--- config.mk ---
export PLATFORM = sky130hd
export DESIGN_NAME = sat_accum
export DESIGN_NICKNAME = d
export VERILOG_FILES = /design/src/rtl/sat_accum_pkg.sv /design/src/rtl/sat_accum_satadd.sv /design/src/rtl/sat_accum.sv
export SDC_FILE = /design/constraint.sdc
export NUM_CORES = 1
export LEC_CHECK = 0
export BUFFER_PORTS_ARGS = -buffer_cell sky130_fd_sc_hd__buf_2
export CAP_MARGIN = 0
export CORE_MARGIN = 4
export CORE_UTILIZATION = 40
export DETAILED_ROUTE_END_ITERATION = 16
export HOLD_SLACK_MARGIN = 0.08
export PLACE_DENSITY_LB_ADDON = 0.12
export SETUP_SLACK_MARGIN = 0.2
export SLEW_MARGIN = 10
export SYNTH_ARGS = -nofsm -noshare
export SYNTH_HDL_FRONTEND = slang
export SYNTH_SLANG_ARGS = --single-unit
--- constraint.sdc ---
create_clock -name clk -period 3.6 [get_ports clk]
set_input_delay 0.36 -clock clk [delete_from_list [all_inputs] [get_ports clk]]
set_output_delay 0.36 -clock clk [all_outputs]
set_load 0.02 [all_outputs]
--- src/rtl/sat_accum_pkg.sv ---
// Shared definitions for the sat_accum frame accumulator: sample width,
// saturation modes and FSM state encoding.
package sat_accum_pkg;

    localparam int DATA_W = 12;

    localparam logic [1:0] MODE_USAT = 2'b00;
    localparam logic [1:0] MODE_SSAT = 2'b01;
    localparam logic [1:0] MODE_WRAP = 2'b10;

    typedef enum logic [1:0] {
        ST_IDLE  = 2'b00,
        ST_ACCUM = 2'b01,
        ST_HOLD  = 2'b10
    } state_t;

endpackage

--- src/rtl/sat_accum_satadd.sv ---
// 12-bit saturating adder: unsigned clip, signed clip, or plain wrap
// (modes 10 and 11 both wrap).
module satadd
    import sat_accum_pkg::*;
(
    input  logic [DATA_W-1:0] a_i,
    input  logic [DATA_W-1:0] b_i,
    input  logic [1:0]        mode_i,
    output logic [DATA_W-1:0] sum_o
);

    logic [DATA_W:0] usum;
    logic            s_ovf;

    assign usum  = {1'b0, a_i} + {1'b0, b_i};
    // Signed overflow: operands agree in sign but the result does not.
    assign s_ovf = (a_i[DATA_W-1] == b_i[DATA_W-1]) &&
                   (usum[DATA_W-1] != a_i[DATA_W-1]);

    always_comb begin
        sum_o = usum[DATA_W-1:0];
        case (mode_i)
            MODE_USAT: if (usum[DATA_W]) sum_o = {DATA_W{1'b1}};
            MODE_SSAT: if (s_ovf) sum_o = a_i[DATA_W-1] ? {1'b1, {(DATA_W-1){1'b0}}}
                                                        : {1'b0, {(DATA_W-1){1'b1}}};
            default:   sum_o = usum[DATA_W-1:0];
        endcase
    end

endmodule

--- src/rtl/sat_accum.sv ---
// Streaming frame accumulator: sums each in_last-delimited frame through
// satadd and holds one result (sum, sticky sat flag, count) per frame.
module sat_accum
    import sat_accum_pkg::*;
#(
    parameter int CNT_W = 8
) (
    input  logic              clk,
    input  logic              rst_n,
    input  logic [1:0]        mode,
    input  logic              in_valid,
    output logic              in_ready,
    input  logic [DATA_W-1:0] in_data,
    input  logic              in_last,
    output logic              out_valid,
    input  logic              out_ready,
    output logic [DATA_W-1:0] out_data,
    output logic              out_sat,
    output logic [CNT_W-1:0]  out_count,
    output state_t            dbg_state
);

    // Handshake: a beat/result transfers on a rising edge where valid and
    // ready are both 1; ready/valid here depend only on FSM state.
    state_t              state_q, state_d;
    logic [DATA_W-1:0]   acc_q, acc_d;
    logic [CNT_W-1:0]    cnt_q, cnt_d;
    logic                sat_q, sat_d;
    logic [1:0]          mode_q, mode_d;

    logic [DATA_W-1:0]   add_a;
    logic [1:0]          add_mode;
    logic [DATA_W-1:0]   add_sum;
    logic [DATA_W-1:0]   raw_sum;
    logic                beat;

    // The first beat of a frame adds to zero using the live mode input.
    assign add_a    = (state_q == ST_IDLE) ? '0   : acc_q;
    assign add_mode = (state_q == ST_IDLE) ? mode : mode_q;
    assign raw_sum  = acc_q + in_data;

    satadd u_satadd (
        .a_i    (add_a),
        .b_i    (in_data),
        .mode_i (add_mode),
        .sum_o  (add_sum)
    );

    assign in_ready  = rst_n && (state_q != ST_HOLD);
    assign out_valid = (state_q == ST_HOLD);
    assign out_data  = acc_q;
    assign out_sat   = sat_q;
    assign out_count = cnt_q;
    assign dbg_state = state_q;
    assign beat      = in_valid && in_ready;

    always_comb begin
        state_d = state_q;
        acc_d   = acc_q;
        cnt_d   = cnt_q;
        sat_d   = sat_q;
        mode_d  = mode_q;
        case (state_q)
            ST_IDLE: begin
                if (beat) begin
                    acc_d   = add_sum;
                    mode_d  = mode;
                    cnt_d   = CNT_W'(1);
                    sat_d   = 1'b0;
                    state_d = in_last ? ST_HOLD : ST_ACCUM;
                end
            end
            ST_ACCUM: begin
                if (beat) begin
                    acc_d = add_sum;
                    if (cnt_q != {CNT_W{1'b1}}) cnt_d = cnt_q + CNT_W'(1);
                    sat_d = sat_q || (add_sum != raw_sum);
                    if (in_last) state_d = ST_HOLD;
                end
            end
            ST_HOLD: begin
                if (out_ready) state_d = ST_IDLE;
            end
            default: state_d = ST_IDLE;
        endcase
    end

    always_ff @(posedge clk or negedge rst_n) begin
        if (!rst_n) begin
            state_q <= ST_IDLE;
            acc_q   <= '0;
            cnt_q   <= '0;
            sat_q   <= 1'b0;
            mode_q  <= MODE_USAT;
        end else begin
            state_q <= state_d;
            acc_q   <= acc_d;
            cnt_q   <= cnt_d;
            sat_q   <= sat_d;
            mode_q  <= mode_d;
        end
    end

endmodule

# Word-level counts from Yosys, hierarchy flattened

Index checks and enable logic that the tools add are counted.

Output and inout bits: 25
Input bits: 19
Register bits after elaboration: 25
Logic and storage cells: 53

Multiplexer cells: 19
Reductions and logical operators: 13
Add/subtract/negate cells: 3
Eq/ne operators: 13

Operators by type and width:

| operator                                       | count |
|---|---|
| two-way mux 12 bit                             | 4 |
| two-way mux 8 bit                              | 3 |
| one-hot mux 12 bit (2 select lines)            | 1 |
| one-hot mux 8 bit (2 select lines)             | 1 |
| adder 12 x 12 -> 13 bit                        | 1 |
| adder 12 bit                                   | 1 |
| two-way mux 2 bit                              | 6 |
| != test 12 bit                                 | 1 |
| != test 2 bit (second input constant)          | 5 |
| adder 8 x 1 -> 8 bit (second input constant)   | 1 |
| != test 8 bit (second input constant)          | 1 |
| AND reduction 4 bit                            | 2 |
| one-hot mux 2 bit (3 select lines)             | 1 |
| == test 2 x 1 -> 1 bit (second input constant) | 2 |
| zero test 2 bit                                | 2 |
| AND reduction 2 bit                            | 2 |
| logical AND 1 bit                              | 3 |
| AND reduction 3 bit                            | 1 |
| == test 2 bit (second input constant)          | 1 |
| two-way mux 1 bit                              | 2 |
| != test 2 x 1 -> 1 bit (second input constant) | 1 |
| one-hot mux 1 bit (2 select lines)             | 1 |
| nonzero test 2 bit                             | 1 |
| OR reduction 2 bit                             | 1 |
| 3 further kinds                                | 3 |

# Longest topological paths before layout

Gate-level depths: netlist of run 1.

Word-level depth: 11
Mapped depth: 17
Gate-level depth less buffers: 14

# Cells and area by module

Synthesis of run 1 repeated with hierarchy kept, for this count alone.

Cells, all modules: 295
Area total of the unflattened synthesis: 2473.6 µm²

Modules (own cells, without submodules):

| module    | area an instance (µm²) | instances | sequential area each (µm²) | cells an instance |
|---|---|---|---|---|
| sat_accum | 1790.5                 | 1         | 625.6                      | 208 |
| satadd    | 683.2                  | 1         | 0.0                        | 87 |

# Least setup slack after synthesis of run 1

No wires, ideal clock.

Kind: reg2reg
From: register state_q[0] (netlist: dbg_state[0])
To: register sat_q (netlist: out_sat)
Required time: 3471 ps
Library setup time: 129 ps
Stages on the path, launching flop included: 17
Slack: 119 ps
Data arrival time: 3352 ps
Cells stage by stage: dfrtp_1 > buf_6 > nor2_4 > clkbuf_1 > nor2b_1 > ha_1 > inv_1 > fa_1 > nor2b_1 > o2111ai_1 > and3_1 > o21a_1 > nand2_1 > o31a_1 > mux2_2 > nor4_2 > a21oi_1

Cells in the longest elaborated chain, start to end: 11

Ends and longest elaborated chain:

| what                                | line                                              | text |
|---|---|---|
| start: declaration                  | sat_accum.sv:25                                   | `state_t state_q, state_d;` |
| start signal: assignment            | sat_accum.sv:96                                   | `state_q <= state_d;` |
| zero test 2 bit                     | sat_accum.sv:38, sat_accum.sv:39, sat_accum.sv:63 |  |
| two-way mux 12 bit                  | sat_accum.sv:38                                   | `assign add_a = (state_q == ST_IDLE) ? '0 : acc_q;` |
| adder 12 x 12 -> 13 bit             | sat_accum_satadd.sv:15                            | `assign usum = {1'b0, a_i} + {1'b0, b_i};` |
| != test 1 bit                       | sat_accum_satadd.sv:18                            | `(usum[DATA_W-1] != a_i[DATA_W-1]);` |
| logical AND 1 bit                   | sat_accum_satadd.sv:17                            | `assign s_ovf = (a_i[DATA_W-1] == b_i[DATA_W-1]) &&` |
| two-way mux 12 bit                  | sat_accum_satadd.sv:24                            | `MODE_SSAT: if (s_ovf) sum_o = a_i[DATA_W-1] ? {1'b1, {(DATA_W-1){1'b0}}}` |
| one-hot mux 12 bit (2 select lines) | sat_accum_satadd.sv:22                            | `case (mode_i)` |
| != test 12 bit                      | sat_accum.sv:77                                   | `sat_d = sat_q \|\| (add_sum != raw_sum);` |
| logical OR 1 bit                    | sat_accum.sv:77                                   |  |
| two-way mux 1 bit                   | sat_accum.sv:74                                   | `if (beat) begin` |
| one-hot mux 1 bit (2 select lines)  | sat_accum.sv:63                                   | `case (state_q)` |
| end signal: assignment              | sat_accum.sv:99                                   | `sat_q <= sat_d;` |
| end: declaration                    | sat_accum.sv:28                                   | `logic sat_q, sat_d;` |

Several ways; a longest one is shown, not always the timed one. The select of a mux whose other input is x is not followed.
A chain may end at the register's enable or synchronous reset.

# Worst setup path after layout of run 1

From: register state_q[1] (netlist: dbg_state[1])
To: register sat_q (netlist: out_sat)

Same word-level chain as after synthesis.

==> flow_metrics.py, run 1 <==
metrics = {
    "yosys": {
        "synth_cells": 313,
        "synth_edf_count": 0,
        "ys_types": 60,
        "synth_flop_cell": "dfrtp_1",
        "async_flop_share": 1.000,
        "synth_area_um2": 2614,
        "synth.avg_cell_area_um2": 8.351,
        "ys_seq_elements": 25,
        "ys_seq_area_frac": 0.2393,
        "syn-num-nets": 358,
        "yosys_warnings": 0,
    },
    "cts": {
        "clock-sinks": 25,
        "htreeDepth": 1,
        "path_clk_slew_ps": 110,
        "cts_buffer_depth": 2,
        "cts_buffers": 3,
        "cts_hold_buf": 0,
        "tritoncts": "yes",
        "root_buffer": "clkbuf_8",
        "clock_latency_ps": 290,
    },
    "power": {
        "intPower_mw": 1.309,
        "p_comb_frac": 0.749,
        "max-vdd-ir-drop_mv": 0.4019,
        "power_leakage_nw": 1.458,
        "p_per_area_nw_per_um2": 842.3,
        "clockPowerShare": 0.072,
        "switching_share": 0.5054,
        "p_sw_mw": 1.338,
        "power_frac_seq": 0.179,
    },
    "sta": {
        "finalSetupViolCount": 0,
        "worst_pin_slew_ps": 879.3,
        "finalClockSkew_ps": 11.36,
        "holdWs_ps": 145.8,
        "slew-limit-headroom": 0.4116,
        "min_period_ps": 3207,
        "rsz0062_at_grt": "no",
        "slew_violations": 0,
        "hold_violations": 0,
        "max_freq_mhz": 311.9,
        "fin_crit_sh": 0.8907,
    },
    "place": {
        "placed_area_um2": 2963,
        "port-buffer-count": 43,
        "place.gp.congestion": 0.8714,
        "dp_cells": 436,
        "dp_hpwl_um": 5842,
    },
    "floorplan": {
        "num_io_pins": 44,
        "die_w_um": 88.84,
        "rows": 29,
        "start_util": 0.4116,
        "die-area_um2": 7892,
        "die_h_um": 88.84,
        "core_um2": 6350,
    },
    "global_route": {
        "gr-total-overflow": 0,
        "grt_max_degree": 30,
        "grt_antenna_before_repair": 0,
        "grt_pass1_vias": 2398,
        "track_usage": 0.1972,
        "grt_pass1_wl_um": 11980,
    },
    "setup_path": {
        "critical_path.startpoint": "dbg_state[1]$_DFFE_PN0P_",
        "start_kind": "register",
        "endpoint": "out_sat$_DFFE_PN0P_",
        "reg2reg_to": "out_sat$_DFFE_PN0P_",
        "r2r_slack_ps": 390,
        "endpoint_kind": "register",
        "worst_ep_arrival_time_ps": 3390,
        "critPathKind": "reg2reg",
        "crit_required_ps": 3780,
        "r2r_cells": 12,
        "crit_fanout": 5,
        "crit-reg2reg-launch": "dbg_state[1]$_DFFE_PN0P_",
    },
    "drt": {
        "routed_via_density": 5.712,
        "drc": 0,
        "ant_nets": 0,
        "drt_pass1_iterations": 4,
        "drtIter0Drc": 116,
        "routedWlPerCell_um": 16.76,
        "wl_um": 7507,
        "vias": 2559,
    },
    "hold_path": {
        "worst_hold_path_type": "in2async",
    },
    "layout": {
        "final_cells": 448,
        "layout_common_cells": "buf_2 (43), nand2_1 (26), ha_1 (24), dfrtp_1 (23), nor2_1 (22)",
        "multi_input_area_um2": 1957,
        "final_cell_area_um2": 3142,
        "layout-drive-gt1-share": 0.2507,
        "regArea_um2": 628.1,
        "layout_commonest_cell": "buf_2",
        "n_antenna_cell": 0,
        "fill_cells": 614,
        "area_growth_pct": 20.20,
        "nets": 417,
    },
    "job": {
        "cap_violations": 0,
    },
    "status": {
        "status": "complete, no violations",
    },
}
[worst max-delay path, cell delays in order (launching register included)]
cell	delay [ps]
dfrtp_2	440
nor2_4	180
buf_4	180
nor2b_1	50
ha_1	330
a21o_1	210
o311ai_1	410
o21ai_2	180
or4_1	520
a22oi_1	160
a2bb2oi_1	170
and4_1	210
a21oi_1	60
[power groups by stage]
stage | Sequential, mW | Combinational (mW) | Clock (mW)
2_1_floorplan | 0.561 | 1.25 | 0
3_3_place_gp | 0.480 | 1.84 | 0
3_5_place_dp | 0.480 | 1.82 | 0
4_1_cts | 0.476 | 1.84 | 0.197
5_1_grt | 0.491 | 2.17 | 0.203
6_report | 0.473 | 1.98 | 0.190
[worst min-delay path by stage]
stage | start | endpoint | slack [ps] | cells past startpoint
2_1_floorplan | rst_n | dbg_state[0]$_DFFE_PN0P_ | 60 | 0
3_3_place_gp | rst_n | out_data[8]$_DFFE_PN0P_ | 480 | 2
3_5_place_dp | rst_n | out_data[8]$_DFFE_PN0P_ | 480 | 2
4_1_cts | rst_n | out_data[8]$_DFFE_PN0P_ | 160 | 2
5_1_grt | rst_n | out_data[8]$_DFFE_PN0P_ | 180 | 2
6_report | rst_n | out_data[8]$_DFFE_PN0P_ | 150 | 2
[registers in the layout (all words and copies together), names as in the netlist]
signal,cells
mode_q,2
dbg_state,2
out_data,12
out_sat,1
out_count,8
[stage by stage]
stage / power [mW] / utilization / setup WS [ps] / setup TNS (ps)
6_report: 2.646 / 0.4948 / 393.5 / 0
5_1_grt: 2.869 / 0.4948 / 185.7 / 0
4_1_cts: 2.514 / 0.4753 / 202.1 / 0
3_5_place_dp: 2.299 / 0.4666 / -15.13 / -15.13
3_3_place_gp: 2.324 / 0.4666 / -8.139 / -8.139
2_1_floorplan: 1.808 / - / 222.6 / 0
[routing by layer]
metal / part of all wire / vias up / global-route usage
li1: - / 1289 / -
met1: 0.50 / 1196 / 0.2793
met2: 0.45 / 65 / 0.3232
met3: 0.039 / 9 / 0.01769
met4: 0.013 / 0 / 0.04808
met5: 0 / - / 0
[Yosys cell counts (2+ instances only)]
master | n | area [um2]
nand4_1 | 4 | 25.02
a31o_2 | 2 | 17.52
o21ai_0 | 21 | 105.1
a211oi_1 | 3 | 22.52
buf_6 | 2 | 22.52
o221ai_1 | 2 | 17.52
nand2_1 | 26 | 97.59
nor2_4 | 2 | 22.52
o21a_1 | 9 | 67.56
a221oi_1 | 2 | 17.52
o211ai_1 | 6 | 45.04
or4_1 | 2 | 15.01
xor2_1 | 11 | 96.34
o31ai_1 | 5 | 37.54
a21o_1 | 7 | 52.55
nor2b_1 | 14 | 87.58
a31oi_1 | 3 | 18.77
dfrtp_1 | 25 | 625.6
or2_2 | 3 | 18.77
xnor2_1 | 10 | 87.58
and3_1 | 3 | 18.77
nand2b_1 | 6 | 37.54
o31a_1 | 2 | 17.52
or3_1 | 3 | 18.77
and2_1 | 3 | 18.77
clkbuf_1 | 6 | 22.52
mux2_2 | 3 | 33.78
and4_1 | 4 | 35.03
a211o_1 | 3 | 26.28
nor3_1 | 4 | 20.02
o2bb2ai_1 | 2 | 17.52
nand3_1 | 10 | 50.05
ha_1 | 24 | 300.3
nor3b_1 | 2 | 15.01
a22oi_1 | 2 | 15.01
nor2_1 | 22 | 82.58
inv_1 | 11 | 41.29
a21oi_1 | 21 | 105.1
fa_1 | 2 | 40.04
[final cells by class]
type / instances / share of cell area
clock inverter: 1 / 0.002389
sequential: 25 / 0.1999
timing repair buffer: 62 / 0.1179
clock buffer: 3 / 0.01314
multi-input combinational: 269 / 0.6229
tap: 77 / 0.03067
inverter: 11 / 0.01314
[repair_timing]
action                                  CTS  global route
resized for setup                         1            14
setup buffers                             0             8
endpoints found under the setup margin    1             1
pin swaps                                 0             6
[kinds of logic after synthesis]
logic type / count (synthesis) / share of synthesized area
buffers and inverters: 19 / 0.03303
DFF: 25 / 0.2393
adders and majority gates: 26 / 0.1302
AOI/OAI and AO/OA: 102 / 0.2652
muxes: 4 / 0.01867
xor gates and xnor gates: 21 / 0.07037
and+or+nand+nor: 116 / 0.2432
No activity file was read; power rests on OpenSTA's default activity.
==> inputs of run 2 (changes only) <==
--- a/config.mk
+++ b/config.mk
@@ -12,3 +12,3 @@
 export DETAILED_ROUTE_END_ITERATION = 16
-export HOLD_SLACK_MARGIN = 0.08
+export HOLD_SLACK_MARGIN = 0.15
 export PLACE_DENSITY_LB_ADDON = 0.12
--- a/constraint.sdc
+++ b/constraint.sdc
@@ -3,2 +3,2 @@
 set_output_delay 0.36 -clock clk [all_outputs]
-set_load 0.02 [all_outputs]
+set_load 0.005 [all_outputs]
==> run 2 against run 1 <==
  * Global-route usage is 0.12 points higher
  * Combinational power is 6% lower
  * Wire length increased by 2.6%
  * Count of clock-buffer cells in the layout is the same
  * Via count up 0.51%
  * Critical path depth increased by 1
  * Core utilization rose by 0.14 points
  * Critical endpoint unchanged
  * Largest cell class unchanged
==> flow_metrics.py, run 2 (synthesis gave the netlist of run 1 again) <==
metrics = {
    "layout": {
        "layout_commonest_cell": "buf_2",
        "final_cells": 448,
        "final_cell_area_um2": 3151,
        "largest_reg_flops": 12,
        "layout-drive-gt1-share": 0.2615,
        "nets": 417,
        "layout_common_cells": "buf_2 (43), nand2_1 (26), dfrtp_1 (24), ha_1 (23), nor2_1 (22)",
        "area_growth_pct": 20.54,
        "utilization": 0.4962,
        "fill_cells": 642,
        "n_antenna_cell": 0,
    },
    "floorplan": {
        "start_util": 0.4116,
        "die_w_um": 88.84,
        "rows": 29,
        "num_io_pins": 44,
        "die-area_um2": 7892,
        "core_um2": 6350,
        "die_h_um": 88.84,
    },
    "global_route": {
        "grt_util_met3": 0.03259,
        "track_usage": 0.1984,
        "grtUsageMet2": 0.3158,
        "grt_antenna_before_repair": 0,
        "grt_max_degree": 30,
        "grt_pass1_wl_um": 12200,
        "grt_use_met1": 0.2834,
        "grt_pass1_vias": 2478,
        "gr-total-overflow": 0,
        "gr-max-usage-layer": "met2",
    },
    "job": {
        "cap_violations": 0,
    },
    "sta": {
        "slew_violations": 0,
        "rsz0062_at_grt": "no",
        "hold_violations": 0,
        "worst_pin_slew_ps": 834.5,
        "finalClockSkew_ps": 5.065,
        "holdWs_ps": 141.2,
        "min_period_ps": 3323,
        "fin_setup_tns_ps": 0,
        "fin_crit_sh": 0.9230,
        "max_freq_mhz": 301.0,
        "finalSetupViolCount": 0,
        "slew-limit-headroom": 0.4416,
        "setup_ws_ps": 277.4,
    },
    "status": {
        "status": "complete, no violations",
    },
    "power": {
        "switching_share": 0.4811,
        "totalPowerFinal_mw": 2.515,
        "clockPowerShare": 0.075,
        "p_sw_mw": 1.210,
        "p_comb_frac": 0.738,
        "intPower_mw": 1.305,
        "power_leakage_nw": 1.451,
        "power_frac_seq": 0.187,
        "max-vdd-ir-drop_mv": 0.3716,
        "p_per_area_nw_per_um2": 798.4,
    },
    "cts": {
        "clock-sinks": 25,
        "root_buffer": "clkbuf_8",
        "htreeDepth": 1,
        "path_clk_slew_ps": 110,
        "cts_buffers": 3,
        "cts_hold_buf": 0,
        "cts_buffer_depth": 2,
        "tritoncts": "yes",
        "clock_latency_ps": 280,
    },
    "setup_path": {
        "crit_fanout": 6,
        "start_kind": "register",
        "crit_required_ps": 3770,
        "critPathKind": "reg2reg",
        "endpoint_kind": "register",
        "worst_ep_arrival_time_ps": 3490,
    },
    "hold_path": {
        "worst_hold_path_type": "in2async",
    },
    "place": {
        "port-buffer-count": 43,
        "dp_cells": 434,
        "place.gp.congestion": 0.8929,
        "placed_area_um2": 2948,
        "dp_hpwl_um": 5910,
        "dp_slack_ps": 29.11,
    },
    "drt": {
        "drt_pass1_iterations": 5,
        "drc": 0,
        "vias": 2572,
        "routedWlPerCell_um": 17.19,
        "drtIter0Drc": 129,
        "wl_um": 7699,
        "ant_nets": 0,
        "routed_via_density": 5.741,
    },
}
[run 2: power groups by stage]
stage / registers, mW / clock network [mW] / logic (mW)
floorplan: 0.465 / 0 / 1.25
global placement: 0.477 / 0 / 1.71
detailed placement: 0.477 / 0 / 1.71
CTS: 0.473 / 0.198 / 1.74
global route: 0.491 / 0.204 / 2.06
finish: 0.470 / 0.189 / 1.86
[run 2: timing repair]
action	4_1_cts	5_1_grt
pin swaps	1	6
setup endpoints to repair	1	1
buffers inserted	3	7
gates resized for setup	3	17
[run 2: final timing paths]
path                                                from                  endpoint  slack (ps)  cells past startpoint
worst max-delay path            dbg_state[1]$_DFFE_PN0P_       out_sat$_DFFE_PN0P_         280                     13
worst min-delay path                               rst_n   out_data[5]$_DFFE_PN0P_         140                      2
worst max register to register  dbg_state[1]$_DFFE_PN0P_       out_sat$_DFFE_PN0P_         280                     13
worst min register to register   out_data[5]$_DFFE_PN0P_   out_data[5]$_DFFE_PN0P_         530                      2
max in group asynchronous                          rst_n  dbg_state[1]$_DFFE_PN0P_        3150                      2
min in group clk                               out_ready  dbg_state[1]$_DFFE_PN0P_         250                      2
[run 2: cell type report]
type / count / area [um2] / area share
clock buffers: 3 / 41.29 / 0.01311
clock inverters: 1 / 7.507 / 0.002383
inverters: 11 / 41.29 / 0.01311
multi-input cells: 269 / 1976 / 0.6271
flip-flops and latches: 25 / 626.9 / 0.1990
well taps: 77 / 96.34 / 0.03058
repair buffers: 62 / 361.6 / 0.1148
[run 2: critical path, stage by stage, from the launching register on]
cell and delay [ps]:
dfrtp_2 460, nor2_4 150, buf_4 170, nor2b_1 50, ha_1 350, a21oi_1 310, nand2b_1 240, and3_4 240
o21ai_4 70, or4_1 520, a22oi_1 160, a2bb2oi_1 190, and4_1 230, a21oi_1 70
[run 2: layer usage]
metal	wire (um)	part of all wire	vias to the layer above
met4	167	0.022	0
met3	325	0.042	12
met1	3664	0.48	1223
met5	0	0	-
li1	-	-	1283
met2	3541	0.46	54
